**config.mk**
```make
export PLATFORM = sky130hd
export DESIGN_NAME = ram_port_arbiter
export DESIGN_NICKNAME = d
export VERILOG_FILES = /design/src/rtl/ram_port_arbiter_pkg.sv /design/src/rtl/rr_arb2.sv /design/src/rtl/ram_port_arbiter.sv
export SDC_FILE = /design/constraint.sdc
export NUM_CORES = 1
export LEC_CHECK = 0
export ABC_CLOCK_PERIOD_IN_PS = 1600
export BUFFER_PORTS_ARGS = -buffer_cell sky130_fd_sc_hd__buf_2
export CELL_PAD_IN_SITES_DETAIL_PLACEMENT = 0
export CELL_PAD_IN_SITES_GLOBAL_PLACEMENT = 1
export CORE_ASPECT_RATIO = 1.25
export CORE_MARGIN = 5
export CORE_UTILIZATION = 30
export DETAILED_ROUTE_END_ITERATION = 16
export PLACE_DENSITY = 0.87
export SETUP_SLACK_MARGIN = 0.5
export SLEW_MARGIN = 15
export SYNTH_ARGS = -nofsm -noshare
export SYNTH_HDL_FRONTEND = slang
export SYNTH_SLANG_ARGS = --single-unit
```
**constraint.sdc**
```tcl
create_clock -name clk -period 1.6 [get_ports clk]
set_clock_uncertainty 0.2 [all_clocks]
set_input_delay 0.16 -clock clk [delete_from_list [all_inputs] [get_ports clk]]
set_output_delay 0.16 -clock clk [all_outputs]
set_load 0.05 [all_outputs]
```
**src/rtl/ram_port_arbiter_pkg.sv**
```systemverilog
// Shared types and constants for the two-port RAM arbiter.
package ram_port_arbiter_pkg;

    typedef enum logic {
        ST_CLEAR = 1'b0,
        ST_RUN   = 1'b1
    } state_t;

    localparam logic PORT_IFETCH = 1'b0;
    localparam logic PORT_DATA   = 1'b1;

    localparam int PRIO_RR    = 0;
    localparam int PRIO_FIXED = 1;

endpackage

```
**src/rtl/rr_arb2.sv**
```systemverilog
// Two-requester picker: round-robin on a last-grant pointer, or port 1 fixed priority.
module rr_arb2
    import ram_port_arbiter_pkg::*;
(
    input  logic       clk,
    input  logic       rst_n,
    input  logic [1:0] req,
    input  logic       mode,
    input  logic       advance,
    output logic [1:0] gnt
);

    logic last;

    // Reset to the data port so the fetch port wins the first tie.
    always_ff @(posedge clk) begin
        if (!rst_n) begin
            last <= PORT_DATA;
        end else if (advance && (gnt != 2'b00)) begin
            last <= gnt[PORT_DATA];
        end
    end

    always_comb begin
        gnt = '0;
        case (req)
            2'b01:   gnt = 2'b01;
            2'b10:   gnt = 2'b10;
            2'b11:   gnt = (mode || (last == PORT_IFETCH)) ? 2'b10 : 2'b01;
            default: gnt = '0;
        endcase
    end

endmodule

```
**src/rtl/ram_port_arbiter.sv**
```systemverilog
// Arbitrates a single-port synchronous-read RAM between fetch (port 0) and data (port 1).
// Define RAM_PORT_ARBITER_CLEAR_EN to zero the whole RAM after reset before serving requests.
module ram_port_arbiter
    import ram_port_arbiter_pkg::*;
#(
    parameter int ADDR_WIDTH = 10,
    parameter int PRIO_MODE  = 0
) (
    input  logic                  clk,
    input  logic                  rst_n,
    input  logic                  p0_req_valid,
    output logic                  p0_req_ready,
    input  logic                  p0_req_we,
    input  logic [ADDR_WIDTH-1:0] p0_req_addr,
    input  logic [31:0]           p0_req_wdata,
    output logic                  p0_rsp_valid,
    output logic [31:0]           p0_rsp_rdata,
    input  logic                  p1_req_valid,
    output logic                  p1_req_ready,
    input  logic                  p1_req_we,
    input  logic [ADDR_WIDTH-1:0] p1_req_addr,
    input  logic [31:0]           p1_req_wdata,
    output logic                  p1_rsp_valid,
    output logic [31:0]           p1_rsp_rdata,
    output logic                  ram_we,
    output logic [ADDR_WIDTH-1:0] ram_addr,
    output logic [31:0]           ram_din,
    input  logic [31:0]           ram_dout,
    output logic                  busy
);

    state_t                  state;
    state_t                  state_next;
    logic                    run;
    logic [1:0]              gnt;
    logic                    rsp_vld_q;
    logic                    rsp_own_q;
    logic [ADDR_WIDTH-1:0]   addr_q;
    logic [31:0]             din_q;

`ifdef RAM_PORT_ARBITER_CLEAR_EN
    logic [ADDR_WIDTH-1:0]   clr_cnt;

    always_ff @(posedge clk) begin
        if (!rst_n) begin
            clr_cnt <= '0;
        end else if (state == ST_CLEAR) begin
            clr_cnt <= clr_cnt + ADDR_WIDTH'(1);
        end
    end

    assign busy = (state != ST_RUN);
`else
    assign busy = 1'b0;
`endif

    assign run = rst_n && (state == ST_RUN);

    rr_arb2 u_arb (
        .clk     (clk),
        .rst_n   (rst_n),
        .req     ({p1_req_valid, p0_req_valid} & {2{run}}),
        .mode    (PRIO_MODE == PRIO_FIXED),
        .advance (run),
        .gnt     (gnt)
    );

    always_ff @(posedge clk) begin
        if (!rst_n) begin
`ifdef RAM_PORT_ARBITER_CLEAR_EN
            state <= ST_CLEAR;
`else
            state <= ST_RUN;
`endif
        end else begin
            state <= state_next;
        end
    end

    always_comb begin
        state_next   = state;
        p0_req_ready = gnt[PORT_IFETCH];
        p1_req_ready = gnt[PORT_DATA];
        ram_we       = 1'b0;
        ram_addr     = addr_q;
        ram_din      = din_q;
        case (state)
            ST_CLEAR: begin
`ifdef RAM_PORT_ARBITER_CLEAR_EN
                ram_we   = 1'b1;
                ram_addr = clr_cnt;
                ram_din  = '0;
                if (clr_cnt == '1) state_next = ST_RUN;
`else
                state_next = ST_RUN;
`endif
            end
            ST_RUN: begin
                if (gnt[PORT_DATA]) begin
                    ram_we   = p1_req_we;
                    ram_addr = p1_req_addr;
                    ram_din  = p1_req_wdata;
                end else if (gnt[PORT_IFETCH]) begin
                    ram_we   = p0_req_we;
                    ram_addr = p0_req_addr;
                    ram_din  = p0_req_wdata;
                end
            end
            default: state_next = ST_RUN;
        endcase
    end

    // addr_q/din_q track whatever was last presented, so idle cycles hold the bus.
    always_ff @(posedge clk) begin
        if (!rst_n) begin
            rsp_vld_q <= 1'b0;
            rsp_own_q <= 1'b0;
            addr_q    <= '0;
            din_q     <= '0;
        end else begin
            rsp_vld_q <= |gnt;
            if (|gnt) rsp_own_q <= gnt[PORT_DATA];
            addr_q    <= ram_addr;
            din_q     <= ram_din;
        end
    end

    assign p0_rsp_valid = rsp_vld_q && (rsp_own_q == PORT_IFETCH);
    assign p1_rsp_valid = rsp_vld_q && (rsp_own_q == PORT_DATA);
    assign p0_rsp_rdata = p0_rsp_valid ? ram_dout : '0;
    assign p1_rsp_rdata = p1_rsp_valid ? ram_dout : '0;

endmodule

```
==> results.toml, run 1 <==
[worst_setup_path]
path_max_fanout = 9
crit_arrival_ns = 1.57
crit_required_ns = 1.24
crit_path_end_kind = "primary output"
start_kind = "flip-flop"
reg2regPathDepth = 6
timing.rr.start = "u_arb.last"
crit_type = "reg2out"
crit_path_start = "u_arb.last"

[finish]
fin_cells = 824
drive_above_1_share_pct = 78.10
nets = 807
areaGrowthSynthToFinish_pct = 133.8
stdcell_area_um2 = 8158

[power]
p_leak_uw = 0.003616
irDropWorstVdd_mv = 0.3772
sw_frac_of_total_pct = 40.74
seq_power_share_pct = 23.9
p_per_area_nw_per_um2 = 652.9
clkPwrFrac_pct = 19.5
intPower_uw = 3156
combinationalPowerShare_pct = 56.7
power_switching_uw = 2170

[synthesis]
yosysWarnings = 0
ys_seq_area_share_pct = 25.82
synthSimpleGateAreaFrac_pct = 24.31
synth_area_um2 = 3490
synth-xor-area-share_pct = 0
avgSynthCellArea_um2 = 9.232
synth.area.mux_share_pct = 24.09
synthAdderAreaFrac_pct = 0
synth_cell_type_count = 27
synth_seq_cells = 45
synth_compound_area_share_pct = 17.35
netlist_instances = 378
syn_nets = 500
synth_top_family_by_area = "simple AND/OR/NAND/NOR gates"

[placed_design]
placed_area_um2 = 6284
gp_congestion = 0.7839
dp_hpwl_um = 10490
pre_cts_slack_ns = -0.1938
dp_cells = 782
io_buffers = 232

[clocking]
cts_tree = "built"
numClockSinks = 45
path_clk_slew_ns = 0.06
h-tree-depth = 2
cts_root_buf = "clkbuf_16"
insertion_delay_ns = 0.28
clockBufferDepth = 2
cts_inserted_buffers = 5

[grt]
globalRouteMet3Util_pct = 4.275
gr-usage-met1_pct = 22.00
antenna_found_initial = 1
gr-total-overflow = 0
grt_usage_pct = 23.50
grt_pass1_vias = 4784
grt_pass1_wl_um = 25810
grt_max_degree = 33
grt_util_met2_pct = 47.59
grt-busiest-layer = "met2"

[worst_hold_path]
min_path_cells = 3
min_from = "p0_req_addr[0]"
hp-class = "in2reg"

[floorplanning]
rows = 44
start_util_pct = 30.33
die_y_um = 130.6
ios = 234
die_w_um = 106.5
die_area_um2 = 13900
core_um2 = 11510

[route]
drtIter0Drc = 154
vias = 4441
wl_per_cell_um = 21.48
ant_nets = 0
remaining_drc_errors = 0
vias_per_cell = 5.390
wl_um = 17700
first_pass_iters = 4

[flow_run]
max_cap_viol_count = 0

[sta]
setup_tns_ns = -22.07
hold_viol_final = 0
rsz0062_at_grt = "yes"
worst_slack_ns = -0.3330
setup_violations = 115
fmax_mhz = 517.3
period_share_pct = 120.8
maxSlewViolCount = 0
fin_hold_ws_ns = 0.02101
min_period_ns = 1.933

[status]
violations = "negative setup slack"
outcome = "complete, but fails checks"
## what timing repair did
| item | CTS | global route |
|---|---|---|
| gates cloned | 9 | 2 |
| gates resized for setup | 307 | 43 |
| hold buffers | 1 | 0 |
| endpoints found under the setup margin | 153 | 155 |
| buffers inserted | 16 | 6 |
| pin swaps | 12 | 11 |
| endpoints found under the hold margin | 1 | 0 |
## cells in the mapped netlist
master	n	area, µm²
a211oi_1	34	255.2
a211oi_2	8	100.1
a21bo_1	1	10.01
a21oi_1	43	215.2
a22o_1	1	8.760
a31oi_1	1	6.260
and2_1	33	206.5
and3_1	32	200.2
buf_1	2	7.510
buf_2	10	50.05
buf_4	5	37.54
buf_6	12	135.1
clkbuf_1	13	48.80
conb_1	1	3.750
dfxtp_1	45	900.9
inv_1	1	3.750
inv_2	2	7.510
mux2i_1	84	840.8
nand2_1	2	7.510
nand2b_1	1	6.260
nand3_1	1	5.000
nor2_4	1	11.26
nor2b_1	1	6.260
nor3_1	3	15.01
nor3_2	39	390.4
o21ai_0	1	5.000
o21ai_1	1	5.000
## metal layers
metal / part of all wire (%) / wire, µm / vias up
li1: - / - / 2023
met3: 6.3 / 1112 / 64
met5: 0 / 0 / -
met1: 31 / 5530 / 2146
met4: 5.5 / 976 / 0
met2: 57 / 10080 / 208
## per-stage QoR
| stage | power (µW) | util (%) |
|---|---|---|
| global route | 5541 | 70.90 |
| detailed placement | 3617 | 54.61 |
| floorplan | 3022 | - |
| CTS | 5210 | 68.45 |
| finish | 5326 | 70.90 |
| global placement | 3570 | 54.61 |
## layout by cell type, fill, tap and decap left out, types with 22 or more instances in the layout
cell,synthesis,layout
mux2i_1,84,84
dfxtp_1,45,42
buf_12,0,22
buf_6,12,47
buf_8,0,68
buf_2,10,121
and2_4,0,33
and3_4,0,32
buf_4,5,71
nor3_4,0,42
a211oi_2,8,25
a21oi_4,0,42
## worst max-delay path: stages, from the launching register on
cell and delay [ns]:
dfxtp_4 0.36, a21bo_4 0.30, buf_16 0.19, nor3_4 0.23, a21oi_4 0.04, buf_6 0.16
## cell families after synthesis
group / count (synthesis)
mux: 84
simple gates: 113
flops: 45
buf+inv: 45
other cells: 1
compound gates: 90
## final timing paths
check,to,slack [ns]
worst min register to register,addr_q[0],0.36
worst max register to register,din_q[9],-0.08
worst min-delay path,addr_q[0],0.02
worst max-delay path,ram_din[9],-0.33
## sequential cells by signal, summed over array words and instances, names as in the netlist
name	count
addr_q	10
din_q	32
rsp_own_q	1
rsp_vld_q	1
u_arb.last	1
## power by group through the flow
stage	combinational (µW)	clock [µW]	sequential, µW
floorplan	1750	0	1280
global placement	2280	0	1290
detailed placement	2330	0	1290
CTS	2870	1070	1270
global route	3130	1120	1280
finish	3020	1040	1270
## layout make-up
type,count,area [µm²]
Antenna cell,1,2.502
Clock buffer,7,142.6
Fill cell,742,3348
Inverter,3,21.27
Multi-Input combinational cell,288,3445
Sequential cell,45,909.6
Tap cell,138,172.7
Timing Repair Buffer,342,3465
No activity file was read; power rests on OpenSTA's default activity.
==> inputs of run 2 (changes only) <==
--- a/config.mk
+++ b/config.mk
@@ -13,8 +13,10 @@
 export CORE_MARGIN = 5
 export CORE_UTILIZATION = 30
 export DETAILED_ROUTE_END_ITERATION = 16
+export MAX_ROUTING_LAYER = met4
 export PLACE_DENSITY = 0.87
 export SETUP_SLACK_MARGIN = 0.5
+export SKIP_CTS_REPAIR_TIMING = 1
 export SLEW_MARGIN = 15
 export SYNTH_ARGS = -nofsm -noshare
 export SYNTH_HDL_FRONTEND = slang
==> run 2 against run 1 <==
  * Final area is 5.4% lower
  * Flip-flop and latch count did not move
  * Total power down 4.1%
  * Global-route usage decreased by 5.1 points
  * Via count shrank 4.8%
  * Final cell count down 1.6%
  * First-iteration DRC count rose by 0.65%
  * Worst hold slack worse by 0.097 ns
  * Clock power barely moved
  * Register-to-register slack better by 0.04 ns
  * Setup slack better by 0.016 ns
  * The run ends with negative hold slack, negative setup slack left
  * Highest routed layer unchanged
  * Combinational power is 7.3% lower
  * Critical endpoint is now ram_addr[6]
==> results.toml, run 2 (synthesized netlist as in run 1, its figures left out) <==
[sta]
setup_violations = 91
worst_slack_ns = -0.3165
maxSlewViolCount = 0
period_share_pct = 119.8
min_period_ns = 1.916
fin_hold_ws_ns = -0.07578
hold_viol_final = 1
rsz0062_at_grt = "yes"
fmax_mhz = 521.8

[worst_setup_path]
start_kind = "flip-flop"
crit_type = "reg2out"
cp_slowest_stage_delay_ns = 0.36
crit_path_end_kind = "primary output"
crit_required_ns = 1.24
cpMaxStageDelayCell = "dfxtp_2"
path_max_fanout = 6
crit_chain = "a21bo_4 > buf_6 > nor3_4 > a21oi_4 > clkbuf_4"
crit_arrival_ns = 1.56

[power]
irDropWorstVdd_mv = 0.3772
power_switching_uw = 2080
total_power_uw = 5105
p_leak_uw = 0.003458
intPower_uw = 3025
p_per_area_nw_per_um2 = 661.5
sw_frac_of_total_pct = 40.75
clkPwrFrac_pct = 20.2
combinationalPowerShare_pct = 54.9
seq_power_share_pct = 24.8

[grt]
grt_pass1_vias = 4218
gr-total-overflow = 0
antenna_found_initial = 0
grt_pass1_wl_um = 20330
grt_max_degree = 35
grt_usage_pct = 18.36

[route]
first_pass_iters = 4
vias = 4226
drtIter0Drc = 155
wl_um = 15500
wl_per_cell_um = 19.11
remaining_drc_errors = 0
vias_per_cell = 5.211
ant_nets = 0

[floorplanning]
die_w_um = 106.5
start_util_pct = 30.33
rows = 44
die_y_um = 130.6
ios = 234
die_area_um2 = 13900
core_um2 = 11510

[placed_design]
gp_congestion = 0.7948
dp_hpwl_um = 10490
io_buffers = 232
placed_area_um2 = 6284

[status]
violations = "negative hold slack, negative setup slack"
outcome = "complete, but fails checks"

[clocking]
numClockSinks = 45
clockBufferDepth = 2
path_clk_slew_ns = 0.06
cts_inserted_buffers = 5
cts_root_buf = "clkbuf_16"
h-tree-depth = 2
cts_tree = "built"
insertion_delay_ns = 0.28

[finish]
nets = 795
final_cell_mix = "buf_2, mux2i_1, buf_4"
final_common_cell = "buf_2"
areaGrowthSynthToFinish_pct = 121.2
drive_above_1_share_pct = 75.93
largest-register = "din_q"
largest_register_ffs = 32
antenna_cells = 0
reg_top3 = "din_q: 32 flops, addr_q: 10 flops"
stdcell_area_um2 = 7717
fin_util_pct = 67.07

[flow_run]
max_cap_viol_count = 0

[worst_hold_path]
hp-class = "in2reg"
==> run 2: cell type report <==
cell class	count	area (µm²)
clock buffer	7	142.6
fill	795	3789
inverter	3	26.28
multi-input combinational	288	3373
sequential	45	909.6
tap	138	172.7
timing repair buffer	330	3093
==> run 2: worst max-delay path: cells and delay by family (launching register included) <==
family | cells | cell delay [ns]
buffers and inverters | 2 | 0.46
AOI/OAI and AO/OA | 2 | 0.39
DFF | 1 | 0.36
and+or+nand+nor | 1 | 0.06
==> run 2: metal layers <==
layer / share of wire, % / global-route usage [%] / vias up
met1: 34 / 17.86 / 2032
met4: 3.7 / 5.117 / 0
met3: 5.3 / 2.899 / 37
met2: 57 / 37.26 / 168
met5: 0 / - / -
li1: - / - / 1989
==> run 2: worst paths after layout <==
check	start	to	slack, ns	depth (start not counted)
setup / recovery	u_arb.last	ram_addr[6]	-0.32	5
hold / removal	rst_n	u_arb.last	-0.08	2
setup reg to reg	u_arb.last	din_q[18]	-0.04	6
hold reg to reg	u_arb.last	u_arb.last	0.35	2
==> run 2: through the flow <==
step	cells	setup TNS, ns	hold WS (ns)	worst slack (ns)
floorplan	378	0	0.02190	0.06408
global placement	782	-5.014	0.2157	-0.1429
detailed placement	782	-6.305	0.2220	-0.1938
CTS	789	-22.19	-0.07973	-0.4033
global route	811	-21.60	-0.08003	-0.3719
finish	811	-16.67	-0.07578	-0.3165
==> run 2: power groups by stage <==
stage	clock network (µW)	registers [µW]	logic, µW
global placement	0	1290	2280
floorplan	0	1280	1750
finish	1030	1270	2800
detailed placement	0	1290	2330
global route	1130	1280	2930
CTS	1070	1270	2330
